==> config.mk <==
export PLATFORM = sky130hd
export DESIGN_NAME = sync_period_gen_flat
export DESIGN_NICKNAME = d
export VERILOG_FILES = /design/src/rtl/sync_period_gen_if.sv /design/src/rtl/sync_period_gen.sv /design/src/flat_wrapper.sv
export SDC_FILE = /design/constraint.sdc
export NUM_CORES = 1
export LEC_CHECK = 0
export ABC_AREA = 1
export BUFFER_PORTS_ARGS = -buffer_cell sky130_fd_sc_hd__buf_2
export CELL_PAD_IN_SITES_DETAIL_PLACEMENT = 0
export CELL_PAD_IN_SITES_GLOBAL_PLACEMENT = 1
export CORE_ASPECT_RATIO = 0.6
export CORE_MARGIN = 2
export CORE_UTILIZATION = 43
export CTS_CLUSTER_SIZE = 40
export DETAILED_ROUTE_END_ITERATION = 8
export PLACE_DENSITY = 0.85
export SLEW_MARGIN = 5
export SYNTH_ARGS = -nofsm -noshare
export SYNTH_HDL_FRONTEND = slang
export SYNTH_SLANG_ARGS = --single-unit
==> constraint.sdc <==
create_clock -name user_clk -period 2.6 [get_ports user_clk]
set_clock_uncertainty 0.05 [all_clocks]
set_input_delay 0 -clock user_clk [delete_from_list [all_inputs] [get_ports user_clk]]
set_output_delay 0 -clock user_clk [all_outputs]
set_load 0.005 [all_outputs]
==> src/rtl/sync_period_gen_if.sv <==
// Software-facing bundle for sync_period_gen: period word and arm level in, pulse/status out.
// ext_sync exists only when SYNC_PERIOD_GEN_EXT_RESYNC_EN is defined.
interface sync_period_gen_if #(
  parameter int PERIOD_W = 32,
  parameter int CNT_W    = 32
);
  logic [PERIOD_W-1:0] period_in;
  logic                arm;
`ifdef SYNC_PERIOD_GEN_EXT_RESYNC_EN
  logic                ext_sync;
`endif
  logic                sync_out;
  logic                running;
  logic [CNT_W-1:0]    sync_count;
  logic                period_err;

`ifdef SYNC_PERIOD_GEN_EXT_RESYNC_EN
  modport master (output period_in, arm, ext_sync,
                  input  sync_out, running, sync_count, period_err);
  modport slave  (input  period_in, arm, ext_sync,
                  output sync_out, running, sync_count, period_err);
`else
  modport master (output period_in, arm,
                  input  sync_out, running, sync_count, period_err);
  modport slave  (input  period_in, arm,
                  output sync_out, running, sync_count, period_err);
`endif
endinterface

==> src/rtl/sync_period_gen.sv <==
// Periodic single-cycle sync pulse every period_in user_clk cycles; first pulse 1 cycle after arm edge.
// No backpressure; period changes apply only at period boundaries. SYNC_PERIOD_GEN_EXT_RESYNC_EN adds ext_sync restart.
module sync_period_gen #(
  parameter int PERIOD_W   = 32,
  parameter int CNT_W      = 32,
  parameter int MIN_PERIOD = 2
) (
  input  logic              user_clk,
  input  logic              user_rst,
  sync_period_gen_if.slave  bus
);

  localparam logic [0:0] ST_IDLE = 1'b0;
  localparam logic [0:0] ST_RUN  = 1'b1;

  logic [0:0]          state;
  logic [PERIOD_W-1:0] cnt;
  logic [PERIOD_W-1:0] active_period;
  logic                arm_q;
  logic                arm_edge;
  logic                restart;
  logic                period_ok;
  logic                terminal;
  logic                sync_q;
  logic [CNT_W-1:0]    count_q;
  logic                err_q;

  assign arm_edge  = bus.arm & ~arm_q;
  assign period_ok = bus.period_in >= PERIOD_W'(MIN_PERIOD);
  assign terminal  = (state == ST_RUN) && (cnt == '0);

`ifdef SYNC_PERIOD_GEN_EXT_RESYNC_EN
  logic ext_q;
  logic ext_q2;
  logic ext_edge;

  // ext_sync gets one register stage before edge detection, so it restarts one cycle later than arm.
  assign ext_edge = ext_q & ~ext_q2;
  assign restart  = arm_edge | (ext_edge && (state == ST_RUN));

  always_ff @(posedge user_clk) begin
    if (user_rst) begin
      ext_q  <= 1'b0;
      ext_q2 <= 1'b0;
    end else begin
      ext_q  <= bus.ext_sync;
      ext_q2 <= ext_q;
    end
  end
`else
  assign restart = arm_edge;
`endif

  always_ff @(posedge user_clk) begin
    if (user_rst) begin
      state         <= ST_IDLE;
      cnt           <= '0;
      active_period <= '0;
      arm_q         <= 1'b0;
      sync_q        <= 1'b0;
      count_q       <= '0;
      err_q         <= 1'b0;
    end else begin
      arm_q  <= bus.arm;
      sync_q <= 1'b0;
      // A restart overrides a coincident terminal reload so only one pulse is emitted.
      if (restart) begin
        if (period_ok) begin
          active_period <= bus.period_in;
          cnt           <= bus.period_in - PERIOD_W'(1);
          sync_q        <= 1'b1;
          count_q       <= count_q + CNT_W'(1);
          err_q         <= 1'b0;
          state         <= ST_RUN;
        end else begin
          err_q <= 1'b1;
          state <= ST_IDLE;
        end
      end else if (terminal) begin
        if (period_ok) begin
          active_period <= bus.period_in;
          cnt           <= bus.period_in - PERIOD_W'(1);
          sync_q        <= 1'b1;
          count_q       <= count_q + CNT_W'(1);
        end else begin
          err_q <= 1'b1;
          state <= ST_IDLE;
        end
      end else if (state == ST_RUN) begin
        cnt <= cnt - PERIOD_W'(1);
      end
    end
  end

  assign bus.sync_out   = sync_q;
  assign bus.running    = (state == ST_RUN);
  assign bus.sync_count = count_q;
  assign bus.period_err = err_q;

  // The down-counter must always sit inside the period that was loaded with it.
  cnt_in_period: assert property (@(posedge user_clk) disable iff (user_rst)
    (state == ST_RUN) |-> (cnt < active_period));

endmodule

==> src/flat_wrapper.sv <==
// flat-port wrapper written by rule: the top's interface ports become plain ports
module sync_period_gen_flat 
#(
  parameter int PERIOD_W   = 32,
  parameter int CNT_W      = 32,
  parameter int MIN_PERIOD = 2
)
  (user_clk, user_rst, bus_period_in, bus_arm, bus_sync_out, bus_running, bus_sync_count, bus_period_err);
  sync_period_gen_if #(.PERIOD_W(PERIOD_W), .CNT_W(CNT_W)) bus_i ();
  input  logic user_clk;
  input  logic user_rst;
  input wire logic [$bits(bus_i.period_in)-1:0] bus_period_in;
  input wire logic [$bits(bus_i.arm)-1:0] bus_arm;
  output wire logic [$bits(bus_i.sync_out)-1:0] bus_sync_out;
  output wire logic [$bits(bus_i.running)-1:0] bus_running;
  output wire logic [$bits(bus_i.sync_count)-1:0] bus_sync_count;
  output wire logic [$bits(bus_i.period_err)-1:0] bus_period_err;
  assign bus_i.period_in = bus_period_in;
  assign bus_i.arm = bus_arm;
  assign bus_sync_out = bus_i.sync_out;
  assign bus_running = bus_i.running;
  assign bus_sync_count = bus_i.sync_count;
  assign bus_period_err = bus_i.period_err;
  sync_period_gen #(.PERIOD_W(PERIOD_W), .CNT_W(CNT_W), .MIN_PERIOD(MIN_PERIOD)) u_core (.user_clk(user_clk), .user_rst(user_rst), .bus(bus_i));
endmodule
==> metrics.txt, run 1 <==
vias in the first global route=5,445; CP max stage cell=dfxtp_1; critical-path cell list=inv_1 -> ha_1 -> nand2_1 -> nor3_1 -> nand3_2 -> o21ai_4 -> buf_4 -> nand2_4 -> nand2_4 -> nand2_1 -> nand2_1 -> a21oi_1; post-cts sizing count=0; share of cells above drive strength 1=13.9%; fin crit period=2180 ps; crit-path max FO=16; CTS tree=built; final worst path period share=84.0%; # nets final=1,079; Simple-Gate Fraction of Synth Area=50.1%; Overflow after GRT=0; setup TNS=0 ps; PortBufs=69; CTS root buffer=clkbuf_16; most frequent CP cell=nand2_1; commonest non-fill, non-tap cell in the layout=nand2_1; Final ANT Viol Nets=0; first-iteration detailed-routing DRC count=753; max-slew violations=0; synth warn=0; Post-Synth Adder-Cell Area=1.14%; Worst EP required=2770 ps; WS Path Type=flop to flop; Setup crit end kind=flop; initial antenna violation count=0; max-cap violation count=0; Fill cells=1,309; TritonCTS buffer count=9; delay-heaviest family, CP=simple AND/OR/NAND/NOR gates; vias post-DR=6,244; synthesized area=5500 um^2; Initial Utilization=44.9%; Fmax=0.458 GHz; mux share of post-synthesis cell area=0%; buffer depth of the longest clock path=2; Total GRT Usage=28.0%; power consumption=3.26 mW; Detailed Place HPWL=14,600 um; Clk Latency, worst-skew pair=330 ps; post-CTS setup buffer count=0; Placer Congestion=0.983; cts hold-fix bufs=1; most frequent cells in the layout=nand2_1 (318), nor2_1 (155), inv_1 (96); DR pass1 iterations=5; Buffers & Inverters on Critical Path=2; Critical Path Start Type=flop; Pleak=2.91 nW; htree depth=3; clk sinks=68; run status=finished, final reports clean; die height=91.6 um; Core ar.=12,300 um^2; Slew HR=62.4%; largest net degree at the start of global routing=42; Die X=150 um; sequential share of the synthesized area=24.7%; Via density=5.16; Total Routed Length=18,600 um; multi-input logic area=3580 um^2; CP arrival=2350 ps; Routed met2 length=5980 um; Antenna diodes=0; Mapped Nets=1,003; drt wl/cell=15.4 um; Finish-stage setup viols=0; xor/xnor share of the synthesized area=4.77%; WL met3=2670 um; Pwr Density=512 nW/um^2; DRC Markers=0; Max Used Layer=met4; RSZ-0062 raised after global routing=false; Worst-Margin Slew=559 ps; Clock transition at path regs=60 ps; VDD IR-drop max=285 uV; Mean Syn Cell Area=5.72 um^2; largest family of logic cells by synthesized area=simple AND/OR/NAND/NOR gates; area delta synth->final=15.5%; # IOs=70; first-pass GRT wire length=29,800 um; Placement Rows=31; Post-Syn Instances=963; M1 wire length=9860 um; Synth cell types=36; Max stage delay on crit path=310 ps; Synth Area in Compound Gates=8.96%; number of synthesized register bits=68; Hold WC Path Type=input pin to flop; final-report hold violation count=0; Die Footprint=13,800 um^2; register area=1360 um^2
[sequential cells by signal, summed over array words and instances (netlist names)]
register / flops
u_core.bus.period_err: 1
u_core.bus.sync_out: 1
u_core.bus.running: 1
u_core.cnt: 32
u_core.arm_q: 1
u_core.bus.sync_count: 32
[stage by stage]
step / setup WS, ps / std cells / util (%) / hold WS, ps / area, um^2
5_1_grt: 177 / 1209 / 51.9 / 33.6 / 6360
3_3_place_gp: 475 / 1192 / 49.2 / 170 / 6030
6_report: 415 / 1209 / 51.9 / 1.52 / 6360
4_1_cts: 429 / 1209 / 51.9 / 1.09 / 6360
3_5_place_dp: 445 / 1192 / 49.2 / 179 / 6030
2_1_floorplan: 798 / 963 / - / 74.9 / 5500
[cells by family after synthesis]
family                     count (synthesis)
and+or+nand+nor                          644
buffers and inverters                    126
AOI/OAI and AO/OA                         90
DFF                                       68
xor gates and xnor gates                  30
adders and majority gates                  5
[power breakdown]
| part | internal (mW) | leakage, nW | total, mW | switching (mW) |
|---|---|---|---|---|
| Combinational | 0.247 | 2.20 | 0.759 | 0.512 |
| Clock | 0.840 | 0.149 | 1.33 | 0.494 |
| Sequential | 1.10 | 0.556 | 1.16 | 0.0660 |
[worst paths after layout]
check,startpoint,to,slack (ps),cells past startpoint
worst min register to register,u_core.bus.sync_count[14]$_SDFFE_PP0P_,u_core.bus.sync_count[14]$_SDFFE_PP0P_,450,2
worst max register to register,u_core.cnt[0]$_SDFFE_PP0P_,u_core.cnt[29]$_SDFFE_PP0P_,420,12
worst min-delay path,bus_period_in[12],u_core.cnt[12]$_SDFFE_PP0P_,2,5
worst max-delay path,u_core.cnt[0]$_SDFFE_PP0P_,u_core.cnt[29]$_SDFFE_PP0P_,420,12
[synthesized netlist by cell type, drive strengths merged]
master  number  area (um^2)
inv        101          379
and3         4         25.0
and2         1         6.26
o21ai       28          159
clkbuf       6         22.5
or2          4         25.0
nand3b       5         37.5
nand3       89          450
nand2      327         1260
dfxtp       68         1360
o31ai        1         7.51
xor2        23          201
o211ai       2         15.0
o21bai       5         41.3
xnor2        7         61.3
a21oi       54          270
nor3        28          140
ha           5         62.6
buf         19          164
nor2       173          728
nand4       13         81.3
[area by class of cell]
type	instances	area share (%)
clock inverters	6	1.40
well taps	165	3.25
flip-flops and latches	68	21.4
multi-input cells	769	56.2
repair buffers	90	8.14
inverters	101	5.96
clock buffers	10	3.60
[worst register-to-register path: cells and delay by family, from the launching register on]
family | cells | cell delay, ps
AOI/OAI and AO/OA | 2 | 230
adders and majority gates | 1 | 170
buffers and inverters | 2 | 370
DFF | 1 | 310
and+or+nand+nor | 7 | 940
[routing by layer]
layer / global-route usage [%] / vias up
met3: 9.75 / 7
met4: 3.07 / 0
met5: 0 / -
met1: 47.9 / 2726
li1: - / 3198
met2: 31.8 / 313
(Power assumes the default switching activity.)
==> run 2, diff against run 1 <==
Settings changed: CORE_UTILIZATION 43 to 40, PLACE_DENSITY 0.85 to 0.8.
Clock period 2.6 ns to 2.1 ns, I/O delays scaled along.
==> metrics.txt, run 2 (synthesis gave the netlist of run 1 again) <==
run status=finished, final reports clean; Detailed Place HPWL=15,100 um (+3.3%); share of cells above drive strength 1=16.9% (+3.1 points); Sw Pwr=1.34 mW (+25%); Overflow after GRT=0 (unchanged); Core ar.=13,500 um^2 (+10%); buffer depth of the longest clock path=2 (unchanged); sequential share of power=35.0% (-0.8 points); largest net degree at the start of global routing=44 (+4.8%); CP max stage cell=dlygate4sd3_1; Max stage delay on crit path=540 ps (+230 ps); initial antenna violation count=0 (unchanged); Clock transition at path regs=60 ps (about the same); Pleak=3.06 nW (+5.3%); Hold WC Path Type=input pin to flop; max-slew violations=0 (unchanged); Via density=5.12 (-0.77%); first-pass GRT wire length=30,200 um (+1.5%); # nets final=1,103 (+2.2%); dpl ws=71.1 ps (-374 ps); power consumption=4.12 mW (+27%); htree depth=3 (unchanged); clk sinks=68 (unchanged); Pwr Density=620 nW/um^2 (+21%); Placer Congestion=0.957 (-2.6%); PortBufs=69 (unchanged); vias post-DR=6,370 (+2.0%); Fmax=0.498 GHz; TritonCTS buffer count=9 (unchanged); critical-path cell list=dlygate4sd3_1 -> buf_2 -> nor2_1 -> nand2_1 -> nor2_1 -> nand2_1 -> inv_1 -> nand2_1 -> nor2_4 -> nand2_4 -> nand2_8 -> nand2_1 -> nand2_1 -> a21oi_1; crit-path max FO=16 (unchanged); Total Routed Length=19,400 um (+4.3%); most frequent cells in the layout=nand2_1 (316), nor2_1 (147), inv_1 (96); clock network power share=40.4% (-0.5 points); die height=94.9 um (+3.5%); VDD IR-drop max=358 uV (+26%); WS Path Type=input pin to flop; drt wl/cell=15.6 um (+1.5%); Sw Ratio=32.5% (-0.37 points); fin crit period=2010 ps; Die X=155 um (+3.6%); Worst-Margin Slew=510 ps (-49.1 ps); Setup crit end kind=flop; RSZ-0062 raised after global routing=true; Finish-stage setup viols=0 (unchanged); max-cap violation count=0 (unchanged); multi-input logic area=3640 um^2 (+1.7%); # IOs=70 (unchanged); DR pass1 iterations=5 (unchanged); Antenna diodes=0 (unchanged); final-report hold violation count=0 (unchanged); commonest non-fill, non-tap cell in the layout=nand2_1; Initial Utilization=40.6% (-4.3 points); Die Footprint=14,700 um^2 (+7.2%); CTS tree=built; vias in the first global route=5,451 (+0.11%); Critical Path Start Type=input pin; Worst Slack Setup Final=91.8 ps (-324 ps); CP arrival=2160 ps (-190 ps); most frequent CP cell=nand2_1; first-iteration detailed-routing DRC count=644 (-14%); P_int=2.78 mW (+27%); Fill cells=1,495 (+14%); Worst EP required=2250 ps (-520 ps); Total GRT Usage=26.8% (-1.2 points); register area=1360 um^2 (unchanged); DRC Markers=0 (unchanged); Clk Latency, worst-skew pair=330 ps (about the same); final worst path period share=95.6%; setup TNS=0 ps (unchanged); Comb pwr share=24.6% (+1.3 points); post-CTS setup buffer count=0 (unchanged); area delta synth->final=20.9%; Final ANT Viol Nets=0 (unchanged); Placement Rows=33 (+6.5%); CTS root buffer=clkbuf_16; Slew HR=66.0% (+3.6 points)
run 2: path summary, 6_finish.rpt:
path,startpoint,to,slack (ps),cells past startpoint
setup / recovery,bus_period_in[14],u_core.cnt[30]$_SDFFE_PP0P_,90,14
hold / removal,bus_period_in[12],u_core.cnt[12]$_SDFFE_PP0P_,20,5
setup reg to reg,u_core.cnt[0]$_SDFFE_PP0P_,u_core.cnt[30]$_SDFFE_PP0P_,130,11
hold reg to reg,u_core.bus.sync_count[27]$_SDFFE_PP0P_,u_core.bus.sync_count[27]$_SDFFE_PP0P_,450,2
run 2: area by class of cell:
class | instances | share of cell area (%)
Timing Repair Buffer | 114 | 10.9
Sequential cell | 68 | 20.5
Inverter | 101 | 5.70
Tap cell | 175 | 3.29
Clock inverter | 6 | 1.32
Clock buffer | 10 | 3.59
Multi-Input combinational cell | 769 | 54.7
run 2: worst max-delay path: cells and delay by family:
family,cells,cell delay (ps)
compound gates,1,40
simple gates,10,1370
buf+inv,3,750
run 2: metal layers:
layer  global-route usage [%]  vias to the layer above  wire length, um
met2                     31.2                      276             6420
met1                     44.5                     2833            10500
met5                        0                        -                0
met4                     3.21                        0               80
li1                         -                     3250                -
met3                     9.64                       11             2400
run 2: through the flow:
step	area (um^2)	hold WS (ps)	cells	util (%)
CTS	6560	14.4	1242	48.4
global placement	6200	188	1223	45.8
detailed placement	6200	197	1223	45.8
finish	6650	17.3	1243	49.1
floorplan	5500	74.9	963	-
global route	6650	50.5	1243	49.1
run 2: what timing repair did:
action | CTS | global route
endpoints found under the setup margin | 0 | 44
hold buffers | 3 | 0
endpoints found under the hold margin | 3 | 0
resized for setup | 0 | 19
run 2: power by group through the flow:
stage	clock network [mW]	registers, mW	logic [mW]
global route	1.77	1.45	1.13
CTS	1.70	1.44	0.971
floorplan	0	1.45	0.654
global placement	0	1.47	0.964
detailed placement	0	1.47	0.961
finish	1.66	1.44	1.02
